File: config.mk
export PLATFORM = sky130hd
export DESIGN_NAME = vga_raster_engine_flat
export DESIGN_NICKNAME = d
export VERILOG_FILES = /design/src/rtl/vga_pkg.sv /design/src/rtl/vga_raster_engine_if.sv /design/src/rtl/vga_delay_line.sv /design/src/rtl/vga_raster_engine.sv /design/src/flat_wrapper.sv
export SDC_FILE = /design/constraint.sdc
export NUM_CORES = 1
export LEC_CHECK = 0
export BUFFER_PORTS_ARGS = -buffer_cell sky130_fd_sc_hd__buf_2
export CELL_PAD_IN_SITES_DETAIL_PLACEMENT = 1
export CELL_PAD_IN_SITES_GLOBAL_PLACEMENT = 1
export CORE_MARGIN = 4
export CORE_UTILIZATION = 30
export DETAILED_ROUTE_END_ITERATION = 12
export PLACE_DENSITY = 0.63
export REMOVE_ABC_BUFFERS = 1
export SYNTH_ARGS = -nofsm -noshare
export SYNTH_HDL_FRONTEND = slang
export SYNTH_SLANG_ARGS = --single-unit
File: constraint.sdc
create_clock -name clock -period 3.75 [get_ports clock]
set_input_delay 0.5625 -clock clock [delete_from_list [all_inputs] [get_ports clock]]
set_output_delay 0.5625 -clock clock [all_outputs]
set_load 0.02 [all_outputs]
File: src/rtl/vga_pkg.sv
// Shared types, constants and helpers for the VGA raster engine.
package vga_pkg;

  typedef enum logic [1:0] {
    ModeExt     = 2'd0,
    ModeBars    = 2'd1,
    ModeChecker = 2'd2,
    ModeBlack   = 2'd3
  } mode_e;

  typedef enum logic [1:0] {
    StIdle  = 2'd0,
    StRun   = 2'd1,
    StDrain = 2'd2
  } state_e;

  // Pattern colours as {r,g,b} channel masks, expanded to full scale per channel.
  localparam logic [2:0] PatBlack = 3'b000;
  localparam logic [2:0] PatWhite = 3'b111;

  function automatic logic in_window(int unsigned pos, int unsigned lo, int unsigned len);
    return (pos >= lo) && (pos < lo + len);
  endfunction

endpackage

File: src/rtl/vga_raster_engine_if.sv
// Framebuffer fetch port: per-pixel request out, fetched pixel back LATENCY cycles later.
interface vga_raster_engine_if #(
  parameter int unsigned HW = 11,
  parameter int unsigned VW = 10,
  parameter int unsigned AW = 21,
  parameter int unsigned CW = 12
) ();

  logic          req_valid;
  logic [HW-1:0] req_x;
  logic [VW-1:0] req_y;
  logic [AW-1:0] req_addr;
  logic [CW-1:0] rgb_in;

  modport master (
    output req_valid,
    output req_x,
    output req_y,
    output req_addr,
    input  rgb_in
  );

  modport slave (
    input  req_valid,
    input  req_x,
    input  req_y,
    input  req_addr,
    output rgb_in
  );

endinterface

File: src/rtl/vga_delay_line.sv
// Fixed-depth shift register with synchronous active-low clear.
module vga_delay_line #(
  parameter int unsigned WIDTH = 1,
  parameter int unsigned DEPTH = 1
) (
  input  logic             clk_i,
  input  logic             clr_ni,
  input  logic [WIDTH-1:0] d_i,
  output logic [WIDTH-1:0] q_o
);

  logic [WIDTH-1:0] stage_q [DEPTH];

  always_ff @(posedge clk_i) begin
    if (!clr_ni) begin
      for (int unsigned i = 0; i < DEPTH; i++) stage_q[i] <= '0;
    end else begin
      stage_q[0] <= d_i;
      for (int unsigned i = 1; i < DEPTH; i++) stage_q[i] <= stage_q[i-1];
    end
  end

  assign q_o = stage_q[DEPTH-1];

endmodule

File: src/rtl/vga_raster_engine.sv
// VGA raster engine: timing counters, fetch requests, test patterns and a
// latency-matched pipeline to the output pins.
module vga_raster_engine
  import vga_pkg::*;
#(
  parameter int unsigned FRAME_WIDTH  = 1600,
  parameter int unsigned FRAME_HEIGHT = 900,
  parameter int unsigned H_FP         = 24,
  parameter int unsigned H_PW         = 80,
  parameter int unsigned H_MAX        = 1800,
  parameter int unsigned V_FP         = 1,
  parameter int unsigned V_PW         = 3,
  parameter int unsigned V_MAX        = 1000,
  parameter bit          H_POL        = 1'b0,
  parameter bit          V_POL        = 1'b0,
  parameter int unsigned COLOR_BITS   = 4,
  parameter int unsigned LATENCY      = 2,
  parameter int unsigned CHK_LOG2     = 4
) (
  input  logic                  clock,
  input  logic                  reset,
  input  logic                  enable,
  input  logic [1:0]            mode,
  vga_raster_engine_if.master   fetch,
  output logic [COLOR_BITS-1:0] vgaRed,
  output logic [COLOR_BITS-1:0] vgaGreen,
  output logic [COLOR_BITS-1:0] vgaBlue,
  output logic                  Hsync,
  output logic                  Vsync,
  output logic                  de,
  output logic                  frame_start,
  output logic                  line_start,
  output logic                  vblank_irq,
  output logic                  busy
);

  localparam int unsigned HW    = $clog2(H_MAX);
  localparam int unsigned VW    = $clog2(V_MAX);
  localparam int unsigned AW    = $clog2(FRAME_WIDTH * FRAME_HEIGHT);
  localparam int unsigned CW    = 3 * COLOR_BITS;
  localparam int unsigned BAR_W = (FRAME_WIDTH >= 8) ? FRAME_WIDTH / 8 : 1;
  localparam int unsigned BCW   = (BAR_W > 1) ? $clog2(BAR_W) : 1;

  if (FRAME_WIDTH + H_FP + H_PW > H_MAX) begin : g_bad_h
    $error("vga_raster_engine: horizontal blanking does not fit in H_MAX");
  end
  if (FRAME_HEIGHT + V_FP + V_PW > V_MAX) begin : g_bad_v
    $error("vga_raster_engine: vertical blanking does not fit in V_MAX");
  end
  if (LATENCY < 1) begin : g_bad_lat
    $error("vga_raster_engine: LATENCY must be at least 1");
  end

  typedef struct packed {
    logic          hs;
    logic          vs;
    logic          active;
    logic          fs;
    logic          ls;
    logic          vb;
    logic          ext;
    logic [CW-1:0] pix;
  } stage_t;

  state_e          state_q, state_d;
  logic            running;
  logic [HW-1:0]   x_q, x_d;
  logic [VW-1:0]   y_q, y_d;
  logic [AW-1:0]   addr_q, addr_d;
  mode_e           mode_q, mode_d, mode_cur;
  logic [BCW-1:0]  bar_cnt_q, bar_cnt_d;
  logic [2:0]      bar_idx_q, bar_idx_d;
  logic            x_last, y_last, frame_end, origin, active;
  logic [2:0]      pat_mask;
  stage_t          pipe_in, pipe_out;

  logic                  hsync_q, hsync_d, vsync_q, vsync_d, de_q, de_d;
  logic                  fs_q, fs_d, ls_q, ls_d, vb_q, vb_d;
  logic [CW-1:0]         rgb_q, rgb_d;

  assign x_last    = (x_q == HW'(H_MAX - 1));
  assign y_last    = (y_q == VW'(V_MAX - 1));
  assign frame_end = x_last && y_last;
  assign origin    = (x_q == '0) && (y_q == '0);
  assign active    = running && (x_q < HW'(FRAME_WIDTH)) && (y_q < VW'(FRAME_HEIGHT));
  // The frame's mode is latched at (0,0) but must already apply to that first pixel.
  assign mode_cur  = origin ? mode_e'(mode) : mode_q;

  // FSM: state register
  always_ff @(posedge clock) begin
    if (!reset) state_q <= StIdle;
    else        state_q <= state_d;
  end

  // FSM: next state; stopping only ever happens on the last pixel of a frame
  always_comb begin
    state_d = state_q;
    unique case (state_q)
      StIdle:  if (enable) state_d = StRun;
      StRun:   if (!enable) state_d = frame_end ? StIdle : StDrain;
      StDrain: begin
        if (enable)         state_d = StRun;
        else if (frame_end) state_d = StIdle;
      end
      default: state_d = StIdle;
    endcase
  end

  // FSM: outputs
  always_comb begin
    running = (state_q != StIdle);
    busy    = running;
  end

  always_comb begin
    x_d       = x_q;
    y_d       = y_q;
    addr_d    = addr_q;
    mode_d    = mode_q;
    bar_cnt_d = bar_cnt_q;
    bar_idx_d = bar_idx_q;
    if (running) begin
      mode_d = mode_cur;
      x_d    = x_last ? '0 : x_q + 1'b1;
      if (x_last) y_d = y_last ? '0 : y_q + 1'b1;
      if (frame_end)   addr_d = '0;
      else if (active) addr_d = addr_q + 1'b1;
      if (x_last) begin
        bar_cnt_d = '0;
        bar_idx_d = '0;
      end else if (active) begin
        if (bar_cnt_q == BCW'(BAR_W - 1)) begin
          bar_cnt_d = '0;
          bar_idx_d = bar_idx_q + 1'b1;
        end else begin
          bar_cnt_d = bar_cnt_q + 1'b1;
        end
      end
    end
  end

  always_ff @(posedge clock) begin
    if (!reset) begin
      x_q       <= '0;
      y_q       <= '0;
      addr_q    <= '0;
      mode_q    <= ModeExt;
      bar_cnt_q <= '0;
      bar_idx_q <= '0;
    end else begin
      x_q       <= x_d;
      y_q       <= y_d;
      addr_q    <= addr_d;
      mode_q    <= mode_d;
      bar_cnt_q <= bar_cnt_d;
      bar_idx_q <= bar_idx_d;
    end
  end

  always_comb begin
    pat_mask = PatBlack;
    unique case (mode_cur)
      ModeBars:    pat_mask = bar_idx_q;
      ModeChecker: pat_mask = (1'(x_q >> CHK_LOG2) ^ 1'(y_q >> CHK_LOG2)) ? PatWhite : PatBlack;
      default:     pat_mask = PatBlack;
    endcase
  end

  assign fetch.req_valid = active && (mode_cur == ModeExt);
  assign fetch.req_x     = x_q;
  assign fetch.req_y     = y_q;
  assign fetch.req_addr  = addr_q;

  // Sync flags travel as "asserted" so a cleared pipeline means inactive sync.
  always_comb begin
    pipe_in.hs     = running && in_window(32'(x_q), FRAME_WIDTH + H_FP, H_PW);
    pipe_in.vs     = running && in_window(32'(y_q), FRAME_HEIGHT + V_FP, V_PW);
    pipe_in.active = active;
    pipe_in.fs     = running && origin;
    pipe_in.ls     = running && (x_q == '0) && (y_q < VW'(FRAME_HEIGHT));
    pipe_in.vb     = running && (x_q == '0) && (y_q == VW'(FRAME_HEIGHT));
    pipe_in.ext    = (mode_cur == ModeExt);
    pipe_in.pix    = {{COLOR_BITS{pat_mask[2]}}, {COLOR_BITS{pat_mask[1]}},
                      {COLOR_BITS{pat_mask[0]}}};
  end

  vga_delay_line #(
    .WIDTH ($bits(stage_t)),
    .DEPTH (LATENCY)
  ) u_align (
    .clk_i  (clock),
    .clr_ni (reset),
    .d_i    (pipe_in),
    .q_o    (pipe_out)
  );

  always_comb begin
    hsync_d = pipe_out.hs ? H_POL : ~H_POL;
    vsync_d = pipe_out.vs ? V_POL : ~V_POL;
    de_d    = pipe_out.active;
    fs_d    = pipe_out.fs;
    ls_d    = pipe_out.ls;
    vb_d    = pipe_out.vb;
    rgb_d   = '0;
    if (pipe_out.active) rgb_d = pipe_out.ext ? fetch.rgb_in : pipe_out.pix;
  end

  always_ff @(posedge clock) begin
    if (!reset) begin
      hsync_q <= ~H_POL;
      vsync_q <= ~V_POL;
      de_q    <= 1'b0;
      fs_q    <= 1'b0;
      ls_q    <= 1'b0;
      vb_q    <= 1'b0;
      rgb_q   <= '0;
    end else begin
      hsync_q <= hsync_d;
      vsync_q <= vsync_d;
      de_q    <= de_d;
      fs_q    <= fs_d;
      ls_q    <= ls_d;
      vb_q    <= vb_d;
      rgb_q   <= rgb_d;
    end
  end

  assign Hsync       = hsync_q;
  assign Vsync       = vsync_q;
  assign de          = de_q;
  assign frame_start = fs_q;
  assign line_start  = ls_q;
  assign vblank_irq  = vb_q;
  assign vgaRed      = rgb_q[3*COLOR_BITS-1:2*COLOR_BITS];
  assign vgaGreen    = rgb_q[2*COLOR_BITS-1:COLOR_BITS];
  assign vgaBlue     = rgb_q[COLOR_BITS-1:0];

endmodule
File: src/flat_wrapper.sv
// flat-port wrapper written by rule: the top's interface ports become plain ports
module vga_raster_engine_flat import vga_pkg::*;
#(
  parameter int unsigned FRAME_WIDTH  = 1600,
  parameter int unsigned FRAME_HEIGHT = 900,
  parameter int unsigned H_FP         = 24,
  parameter int unsigned H_PW         = 80,
  parameter int unsigned H_MAX        = 1800,
  parameter int unsigned V_FP         = 1,
  parameter int unsigned V_PW         = 3,
  parameter int unsigned V_MAX        = 1000,
  parameter bit          H_POL        = 1'b0,
  parameter bit          V_POL        = 1'b0,
  parameter int unsigned COLOR_BITS   = 4,
  parameter int unsigned LATENCY      = 2,
  parameter int unsigned CHK_LOG2     = 4
)
  (clock, reset, enable, mode, vgaRed, vgaGreen, vgaBlue, Hsync, Vsync, de, frame_start, line_start, vblank_irq, busy, fetch_req_valid, fetch_req_x, fetch_req_y, fetch_req_addr, fetch_rgb_in);
  vga_raster_engine_if fetch_i ();
  input  logic clock;
  input  logic reset;
  input  logic enable;
  input  logic [1:0] mode;
  output logic [COLOR_BITS-1:0] vgaRed;
  output logic [COLOR_BITS-1:0] vgaGreen;
  output logic [COLOR_BITS-1:0] vgaBlue;
  output logic Hsync;
  output logic Vsync;
  output logic de;
  output logic frame_start;
  output logic line_start;
  output logic vblank_irq;
  output logic busy;
  output wire logic [$bits(fetch_i.req_valid)-1:0] fetch_req_valid;
  output wire logic [$bits(fetch_i.req_x)-1:0] fetch_req_x;
  output wire logic [$bits(fetch_i.req_y)-1:0] fetch_req_y;
  output wire logic [$bits(fetch_i.req_addr)-1:0] fetch_req_addr;
  input wire logic [$bits(fetch_i.rgb_in)-1:0] fetch_rgb_in;
  assign fetch_req_valid = fetch_i.req_valid;
  assign fetch_req_x = fetch_i.req_x;
  assign fetch_req_y = fetch_i.req_y;
  assign fetch_req_addr = fetch_i.req_addr;
  assign fetch_i.rgb_in = fetch_rgb_in;
  vga_raster_engine #(.FRAME_WIDTH(FRAME_WIDTH), .FRAME_HEIGHT(FRAME_HEIGHT), .H_FP(H_FP), .H_PW(H_PW), .H_MAX(H_MAX), .V_FP(V_FP), .V_PW(V_PW), .V_MAX(V_MAX), .H_POL(H_POL), .V_POL(V_POL), .COLOR_BITS(COLOR_BITS), .LATENCY(LATENCY), .CHK_LOG2(CHK_LOG2)) u_core (.clock(clock), .reset(reset), .enable(enable), .mode(mode), .fetch(fetch_i), .vgaRed(vgaRed), .vgaGreen(vgaGreen), .vgaBlue(vgaBlue), .Hsync(Hsync), .Vsync(Vsync), .de(de), .frame_start(frame_start), .line_start(line_start), .vblank_irq(vblank_irq), .busy(busy));
endmodule
## Word-level counts from Yosys, hierarchy flattened

Memories as Yosys holds them, arrays and structs flattened.
Index checks and enable logic that the tools add are counted.

- $add $sub $neg: 5
- Multiply operators: 0
- Div/mod/pow operators: 0
- Order comparisons: 6
- Equality and inequality tests: 11
- Shift-type cells: 0
- Muxes and demuxes: 26
- Bitwise operators: 3
- Reduce and logical (&&, ||, !) cells: 27

Operators with widths:

| cell | count |
|---|---|
| $mux W21 | 2 |
| $mux W19 | 2 |
| $mux W8 | 3 |
| $lt A11 B11 Y1 const B | 2 |
| $add A21 B1 Y21 const B | 1 |
| $eq A10 B10 Y1 const B | 2 |
| $lt A10 B10 Y1 const B | 2 |
| $logic_and A1 B1 Y1 | 13 |
| $mux W12 | 1 |
| $mux W2 | 6 |
| $mux W3 | 4 |
| $add A11 B1 Y11 const B | 1 |
| $eq A11 B11 Y1 const B | 1 |
| $ge A11 B11 Y1 const B | 1 |
| $logic_not A11 Y1 | 1 |
| $mux W11 | 1 |
| $add A10 B1 Y10 const B | 1 |
| $ge A10 B10 Y1 const B | 1 |
| $logic_not A10 Y1 | 1 |
| $mux W10 | 1 |
| $add A8 B1 Y8 const B | 1 |
| $eq A8 B8 Y1 const B | 1 |
| $reduce_and A2 Y1 | 4 |
| $reduce_bool A2 Y1 | 4 |
| 12 further kinds | 21 |

- Flip-flop bits (word level): 75
- Bits in latches: 0
- RAM bits: 38
- Bits in read-only memories: 0
- Input bits: 17
- Output and inout port bits: 62
- Word-level logic and storage cells: 93
- Memories kept: 1

Memories:

| name | depth | bits a word | read ports | clocked after Yosys merged registers in | write ports | RTL line | text |
|---|---|---|---|---|---|---|---|
| u_core.u_align.stage_q | 2 | 19 | 2 | 0 | 2 | vga_delay_line.sv:12 | `logic [WIDTH-1:0] stage_q [DEPTH];` |

## Logic depth before layout (Yosys ltp)

Gate-level depths: netlist (run 1).

- Depth in word-level cells: 6
- Mapped depth: 7
- Depth with buffers taken out: 7

## Modules after synthesis

From an unflattened synthesis (run 1), not the netlist that was laid out.

- Cell total of the unflattened synthesis: 533
- Area, all modules: 4,867.2 um^2

Modules (own cells, without submodules):

| module | instances | cells each | area each (um^2) | sequential area each (um^2) |
|---|---|---|---|---|
| vga_raster_engine | 1 | 434 | 3,687.3 | 1,501.4 |
| vga_delay_line | 1 | 99 | 1,179.9 | 760.7 |

## Least setup slack after synthesis (run 1)

No wires, ideal clock.

- Path type: reg-to-output
- Start: register u_core.y_q[4] (netlist: u_core.fetch.req_y[4])
- End: output fetch_req_valid
- Data arrival time: 1.844 ns
- Data required time: 3.188 ns
- Setup slack: 1.343 ns
- Cell stages (with the launch flop): 7
- Path buffers: 2
- Cell sequence: dfxtp_1 > clkbuf_1 > nor4_2 > a21o_1 > nand3_1 > clkbuf_1 > nor2_1

- Word-level cells in the longest chain between the ends: 5
- Elaborated cells on any way between the ends: 7
- Those cells by class: order compare (1); mux (1); reduce/logical (5)

Ends and longest elaborated chain:

| item | RTL line | text |
|---|---|---|
| start, declared | vga_raster_engine.sv:68 | `logic [VW-1:0] y_q, y_d;` |
| start signal, assigned | vga_raster_engine.sv:152 | `y_q <= y_d;` |
| parallel branches: the longest is 4 deep, another holds $lt A10 B10 Y1 | n/a |  |
| $logic_and A1 B1 Y1 (*) | vga_raster_engine.sv:169 | `assign fetch.req_valid = active && (mode_cur == ModeExt);` |
| end, declared | flat_wrapper.sv:34 | `output wire logic [$bits(fetch_i.req_valid)-1:0] fetch_req_valid;` |

Mark *: on every way between the ends.

## Worst setup path after layout (run 1)

- Start: register u_core.y_q[0] (netlist: u_core.fetch.req_y[0])
- End: register u_core.addr_q[19] (netlist: u_core.fetch.req_addr[19])

- Word-level cells in the longest chain between the ends: 4
- Elaborated cells on any way between the ends: 7
- Those cells by class: order compare (1); eq/ne (1); mux (1); reduce/logical (4)

Ends and longest elaborated chain:

| item | RTL line | text |
|---|---|---|
| $lt A10 B10 Y1 or $eq A10 B10 Y1 (tied branches) | vga_raster_engine.sv:85, vga_raster_engine.sv:82 |  |
| $logic_and A1 B1 Y1 (on tied branches) | vga_raster_engine.sv:85, vga_raster_engine.sv:83 |  |
| $reduce_bool A2 Y1 (no source line) | n/a |  |
| $reduce_and A2 Y1 (no source line) | n/a |  |
| end signal, assigned | vga_raster_engine.sv:153 | `addr_q <= addr_d;` |
| end, declared | vga_raster_engine.sv:69 | `logic [AW-1:0] addr_q, addr_d;` |

Several ways; a longest one is shown, not always the timed one.
A chain may end at the register's enable or synchronous reset.

==> results of run 1 <==
per-layer routing:
metal | track usage (%) | vias to the layer above | part of all wire, %
met3 | 4.064 | 14 | 4.9
met4 | 6.498 | 0 | 2.1
met2 | 25.60 | 81 | 46
li1 | - | 1902 | -
met5 | 0 | - | 0
met1 | 19.70 | 1834 | 47
cells by family after synthesis:
| logic type | share of synthesized area (%) |
|---|---|
| AND/OR/NAND/NOR | 28.41 |
| AO/OA/AOI/OAI | 14.67 |
| flip-flops | 45.32 |
| buffers and inverters | 3.816 |
| XOR/XNOR | 4.383 |
| adder cells (fa/ha/maj) | 2.683 |
| multiplexers | 0.7156 |
worst max-delay path, delay by kind of cell (launching register included):
family | cells | cell delay (ns)
AO/OA/AOI/OAI | 1 | 0.17
adder cells (fa/ha/maj) | 1 | 0.24
flip-flops | 1 | 0.46
AND/OR/NAND/NOR | 4 | 1.85
worst max path at each step:
stage	end	slack [ns]	cells after the start
6_report	u_core.fetch.req_addr[19]	0.87	6
5_1_grt	u_core.fetch.req_addr[19]	0.48	6
4_1_cts	u_core.fetch.req_addr[19]	0.82	6
3_5_place_dp	u_core.fetch.req_addr[19]	0.80	6
3_3_place_gp	u_core.fetch.req_addr[19]	1.01	6
2_1_floorplan	fetch_req_valid	1.45	4
synth_stat cells, types with 13 or more instances:
cell,number,area (um^2)
nor4_1,13,81.33
xnor2_1,13,113.9
nand3_1,20,100.1
a31oi_1,14,87.58
and2_1,14,87.58
o21ai_0,16,80.08
nor3_1,16,80.08
nand4_1,13,81.33
inv_1,18,67.56
a21oi_1,31,155.2
nand2_1,73,274.0
dfxtp_1,95,1902
clkbuf_1,16,60.06
nor2_1,38,142.6
area by class of cell:
class | instances | area share (%)
repair buffers | 81 | 8.227
clock buffers | 9 | 4.488
inverters | 18 | 1.346
well taps | 176 | 4.388
multi-input cells | 360 | 42.53
flip-flops and latches | 95 | 37.90
clock inverters | 7 | 1.122
report_power, final:
| part | switching [mW] | internal, mW |
|---|---|---|
| Clock | 0.423 | 0.457 |
| Combinational | 0.0782 | 0.0371 |
| Sequential | 0.0126 | 1.02 |
| Total | 0.514 | 1.52 |
placed cells by master (no fill, tap or decap), types with 9 or more instances in the layout:
cell type / instances
a31oi_1: 14
nand4_1: 13
inv_1: 18
nor4_1: 13
ha_1: 9
dfxtp_1: 95
nand3_1: 20
nor3_1: 16
o21ai_0: 16
nand2_1: 73
clkbuf_16: 9
buf_2: 78
a21oi_1: 31
nor2_1: 38
and2_1: 14
xnor2_1: 13
flip-flops by register name (all words and copies together) (netlist names), 2 cells and up:
register	cells
u_core.fetch.req_addr	21
u_core.u_align.stage_q	20
u_core.rgb_q	12
u_core.fetch.req_x	11
u_core.fetch.req_y	10
u_core.bar_cnt_q	8
u_core.bar_idx_q	3
u_core.mode_q	2
u_core.state_q	2
per-stage QoR:
step	setup WS [ns]	util (%)	std cells	instance area (um^2)	hold WS (ns)
3_3_place_gp	1.006	35.21	730	4737	0.3577
4_1_cts	0.8192	37.30	746	5019	0.3762
2_1_floorplan	1.448	-	473	4104	0.3504
3_5_place_dp	0.8026	35.21	730	4737	0.3607
5_1_grt	0.4772	37.30	746	5019	0.3920
6_report	0.8737	37.30	746	5019	0.3739
==> flow_metrics.env, run 1 <==
export IMPL_yosysWarnings=0
export IMPL_fillers=1638
export IMPL_finalNetCount=591
export IMPL_syn_inst=496
export IMPL_max_stage_delay_ns=0.61
export IMPL_grt_antenna_before_repair=0
export IMPL_grt_pass1_wl_mm=20.47
export IMPL_clk_path_buf_depth=2
export IMPL_initial_core_util_pct=31.19
export IMPL_ir_drop_mv=0.1980
export IMPL_slew_violations=0
export IMPL_min_path_type="reg -> reg"
export IMPL_crit_arrival_ns=3.08
export IMPL_clock_latency_ns=0.35
export IMPL_root_buffer="clkbuf_16"
export IMPL_synth_edf_count=0
export IMPL_multi_input_area_mm2=0.002135
export IMPL_finalPower_mw=2.031
export IMPL_die_height_um=126.3
export IMPL_syn2layout_area_growth_pct=19.59
export IMPL_ff_latch_area_mm2=0.001902
export IMPL_vias=3831
export IMPL_core_area_mm2=0.01345
export IMPL_diodes=0
export IMPL_critical_path_most_common_cell="nand2_1"
export IMPL_r2r_start="u_core.fetch.req_y[0]"
export IMPL_cts_tree="yes"
export IMPL_antenna_left=0
export IMPL_crit_start="u_core.fetch.req_y[0]"
export IMPL_fmax_ghz=0.3477
export IMPL_cp_required_ns=3.95
export IMPL_min_path_cells=1
export IMPL_grt_total_usage_pct=15.69
export IMPL_reg2reg_slack_ns=0.87
export IMPL_cts_made_buffers=9
export IMPL_slew_headroom_pct=45.19
export IMPL_vias_per_cell=5.135
export IMPL_critPathLaunchType="flop"
export IMPL_setup_viol=0
export IMPL_first_pass_iters=4
export IMPL_slowest_stage="nor4_1"
export IMPL_ctsHoldBuffers=0
export IMPL_async_reset_ff_share_pct=0
export IMPL_place_hpwl_mm=8.704
export IMPL_drive_above_1_share_pct=18.25
export IMPL_avgSynthCellArea_um2=8.461
export IMPL_synth_cell_types=54
export IMPL_cts_htree_levels=3
export IMPL_grt_pass1_vias=4032
export IMPL_critPathKind="reg -> reg"
export IMPL_fin_crit_sh_pct=76.70
export IMPL_syn_area_mm2=0.004197
export IMPL_route_detailed_drc=0
export IMPL_grt_max_degree=31
export IMPL_period_minus_slack_ns=2.876
export IMPL_fp_row_count=42
export IMPL_fin_skew_ns=0.004420
export IMPL_reg2regPathDepth=6
export IMPL_die_area_mm2=0.01594
export IMPL_p_per_area_mw_per_mm2=404.7
export IMPL_cts_sinks=95
export IMPL_wl_per_cell_um=16.16
export IMPL_post_cts_setup_buffers=0
export IMPL_ios=79
export IMPL_gp_congestion=0.8178
export IMPL_synth_ff_type="dfxtp_1"
export IMPL_worstPathCellList="ha_1, nand4_1, nor4_1, nand2_1, nand2_1, a311oi_1"
export IMPL_ctsResizeCount=0
export IMPL_endpoint_kind="flop"
export IMPL_holdPathEnd="u_core.Hsync"
export IMPL_grt_setup_unrepaired="false"
export IMPL_grt_overflow=0
export IMPL_fp_dieW_um=126.3
export IMPL_fin_setup_tns_ns=0
export IMPL_place_port_buffers=78
export IMPL_worstMarginPinSlew_ns=0.8212
export IMPL_worstPathMaxFanout=12
export IMPL_cap_viol_max_count=0
export IMPL_ys_seq_area_share_pct=45.32
export IMPL_path_clk_slew_ns=0.07
export IMPL_hold_path_startpoint="u_core.u_align.stage_q[0][37]"
export IMPL_status="finished clean"
export IMPL_routed_wirelength_mm=12.06
export IMPL_initialDrtViolationCount=176
export IMPL_rr_endpoint="u_core.fetch.req_addr[19]"
export IMPL_leakage_nw=2.034
export IMPL_hold_viol=0
export IMPL_synth_seq_cells=95
(Power assumes the default switching activity.)
==> run 2: changes to the inputs <==
==> constraint.sdc (replaced) <==
create_clock -name clock -period 2.92 [get_ports clock]
set_input_delay 0.438 -clock clock [delete_from_list [all_inputs] [get_ports clock]]
set_output_delay 0.438 -clock clock [all_outputs]
set_load 0.02 [all_outputs]
==> run 2 against run 1 <==
Effect of this change: routed wire length up 4.5%; design area up 1.5%; die area unchanged; cell count up 0.67%; first-iteration DRC count down 4.0%; critical path depth up 2; count of clock-buffer cells in the layout up 2; clock power up 39%; via count up 3.2%; largest cell class unchanged; highest routed layer unchanged.
==> flow_metrics.env, run 2 (same netlist as run 1, synthesis figures left out) <==
export IMPL_ctsResizeCount=0
export IMPL_rr_endpoint="u_core.fetch.req_addr[20]"
export IMPL_fp_dieW_um=126.3
export IMPL_fin_area_mm2=0.005096
export IMPL_holdPathEnd="u_core.state_q[0]"
export IMPL_routed_wirelength_mm=12.60
export IMPL_die_height_um=126.3
export IMPL_root_buffer="clkbuf_16"
export IMPL_fin_setup_tns_ns=0
export IMPL_diodes=0
export IMPL_instances_no_fill=751
export IMPL_gp_congestion=0.7942
export IMPL_r2r_start="u_core.state_q[0]"
export IMPL_core_area_mm2=0.01345
export IMPL_cap_viol_max_count=0
export IMPL_setup_viol=0
export IMPL_mostFrequentLayoutCell="dfxtp_1"
export IMPL_vias=3952
export IMPL_cts_htree_levels=3
export IMPL_wl_per_cell_um=16.77
export IMPL_final_cell_mix="dfxtp_1, buf_2, nand2_1"
export IMPL_grt_max_degree=46
export IMPL_worstMarginPinSlew_ns=0.7114
export IMPL_cts_made_buffers=9
export IMPL_grt_pass1_vias=4077
export IMPL_grt_antenna_before_repair=0
export IMPL_min_path_cells=3
export IMPL_fin_skew_ns=0.009335
export IMPL_fin_ws_ns=0.3570
export IMPL_slew_violations=0
export IMPL_status="finished clean"
export IMPL_critPathKind="reg -> out"
export IMPL_grt_pass1_wl_mm=21.21
export IMPL_slew_headroom_pct=52.52
export IMPL_leakage_nw=2.078
export IMPL_ctsHoldBuffers=0
export IMPL_place_hpwl_mm=9.084
export IMPL_syn2layout_area_growth_pct=21.44
export IMPL_path_clk_slew_ns=0.07
export IMPL_fmax_ghz=0.3902
export IMPL_p_per_area_mw_per_mm2=530.9
export IMPL_largest_reg_flops=21
export IMPL_period_minus_slack_ns=2.563
export IMPL_vias_per_cell=5.262
export IMPL_cp_required_ns=2.48
export IMPL_die_area_mm2=0.01594
export IMPL_cts_tree="yes"
export IMPL_worstPathMaxFanout=6
export IMPL_dp_slack_ns=0.5209
export IMPL_cts_sinks=95
export IMPL_grt_total_usage_pct=16.17
export IMPL_reg2reg_slack_ns=0.60
export IMPL_fillers=1653
export IMPL_hold_viol=0
export IMPL_ir_drop_mv=0.2353
export IMPL_reg2regPathDepth=5
export IMPL_clk_path_buf_depth=2
export IMPL_min_path_type="in -> reg"
export IMPL_grt_setup_unrepaired="false"
export IMPL_fp_row_count=42
export IMPL_route_detailed_drc=0
export IMPL_fin_crit_sh_pct=87.77
export IMPL_drive_above_1_share_pct=19.30
export IMPL_initialDrtViolationCount=169
export IMPL_dp_cells=735
export IMPL_grt_overflow=0
export IMPL_place_port_buffers=78
export IMPL_finalNetCount=596
export IMPL_ios=79
export IMPL_clock_latency_ns=0.35
export IMPL_antenna_left=0
export IMPL_endpoint_kind="output pin"
export IMPL_critPathLaunchType="flop"
export IMPL_first_pass_iters=4
export IMPL_crit_arrival_ns=2.12
export IMPL_post_cts_setup_buffers=0
export IMPL_hold_path_startpoint="enable"
export IMPL_initial_core_util_pct=31.19
export IMPL_placed_area_mm2=0.004775
[run 2: cell types whose count changed in the layout (fill, tap and decap cells not counted), sizes merged]
cell / before / now
buf: 81 / 86
bufinv: 0 / 1
inv: 20 / 18
clkinvlp: 2 / 1
clkbuf: 9 / 11
[run 2: area by class of cell]
cell class,count,area (um^2),area share (%)
Multi-Input combinational cell,360,2147,42.13
Sequential cell,95,1902,37.32
Timing Repair Buffer,86,450.4,8.839
Clock buffer,11,252.7,4.959
Tap cell,176,220.2,4.321
Inverter,18,67.56,1.326
Clock inverter,5,56.30,1.105
[run 2: critical path: stages, from the launching register on]
cell	delay, ns
dfxtp_1	0.37
inv_1	0.10
ha_1	0.17
nor4b_1	0.33
nand3_1	0.20
nor4_2	0.25
a21oi_1	0.09
nor2_1	0.09
buf_2	0.18
[run 2: power breakdown]
group          leakage (nW)  total (mW)  switching (mW)  internal [mW]
combinational          1.16       0.159           0.106         0.0527
clock                 0.152        1.22           0.507          0.709
sequential            0.768        1.33          0.0170           1.31
total                  2.08        2.71           0.630           2.08
[run 2: layer usage]
layer / part of all wire, % / GRT usage, %
met4: 1.5 / 5.868
met3: 4.0 / 2.837
met5: 0 / 0
met1: 47 / 21.24
met2: 47 / 26.67
[run 2: stage by stage]
stage / power [mW] / hold WS (ns) / util, %
4_1_cts: 2.745 / 0.3157 / 37.79
3_5_place_dp: 1.519 / 0.3635 / 35.49
6_report: 2.706 / 0.3257 / 37.88
2_1_floorplan: 1.443 / 0.3504 / -
5_1_grt: 2.820 / 0.3322 / 37.88
3_3_place_gp: 1.514 / 0.3606 / 35.49
[run 2: worst max path at each step]
stage,startpoint,endpoint,slack [ns],cells past startpoint
after floorplan,u_core.fetch.req_y[3],fetch_req_valid,0.74,4
after CTS,u_core.fetch.req_x[0],fetch_req_valid,0.14,8
final,u_core.fetch.req_y[0],fetch_req_valid,0.36,8
after detailed placement,u_core.fetch.req_x[0],fetch_req_valid,0.52,8
after global routing,u_core.fetch.req_y[0],fetch_req_valid,0.12,8
after global placement,u_core.fetch.req_x[0],fetch_req_valid,0.60,8
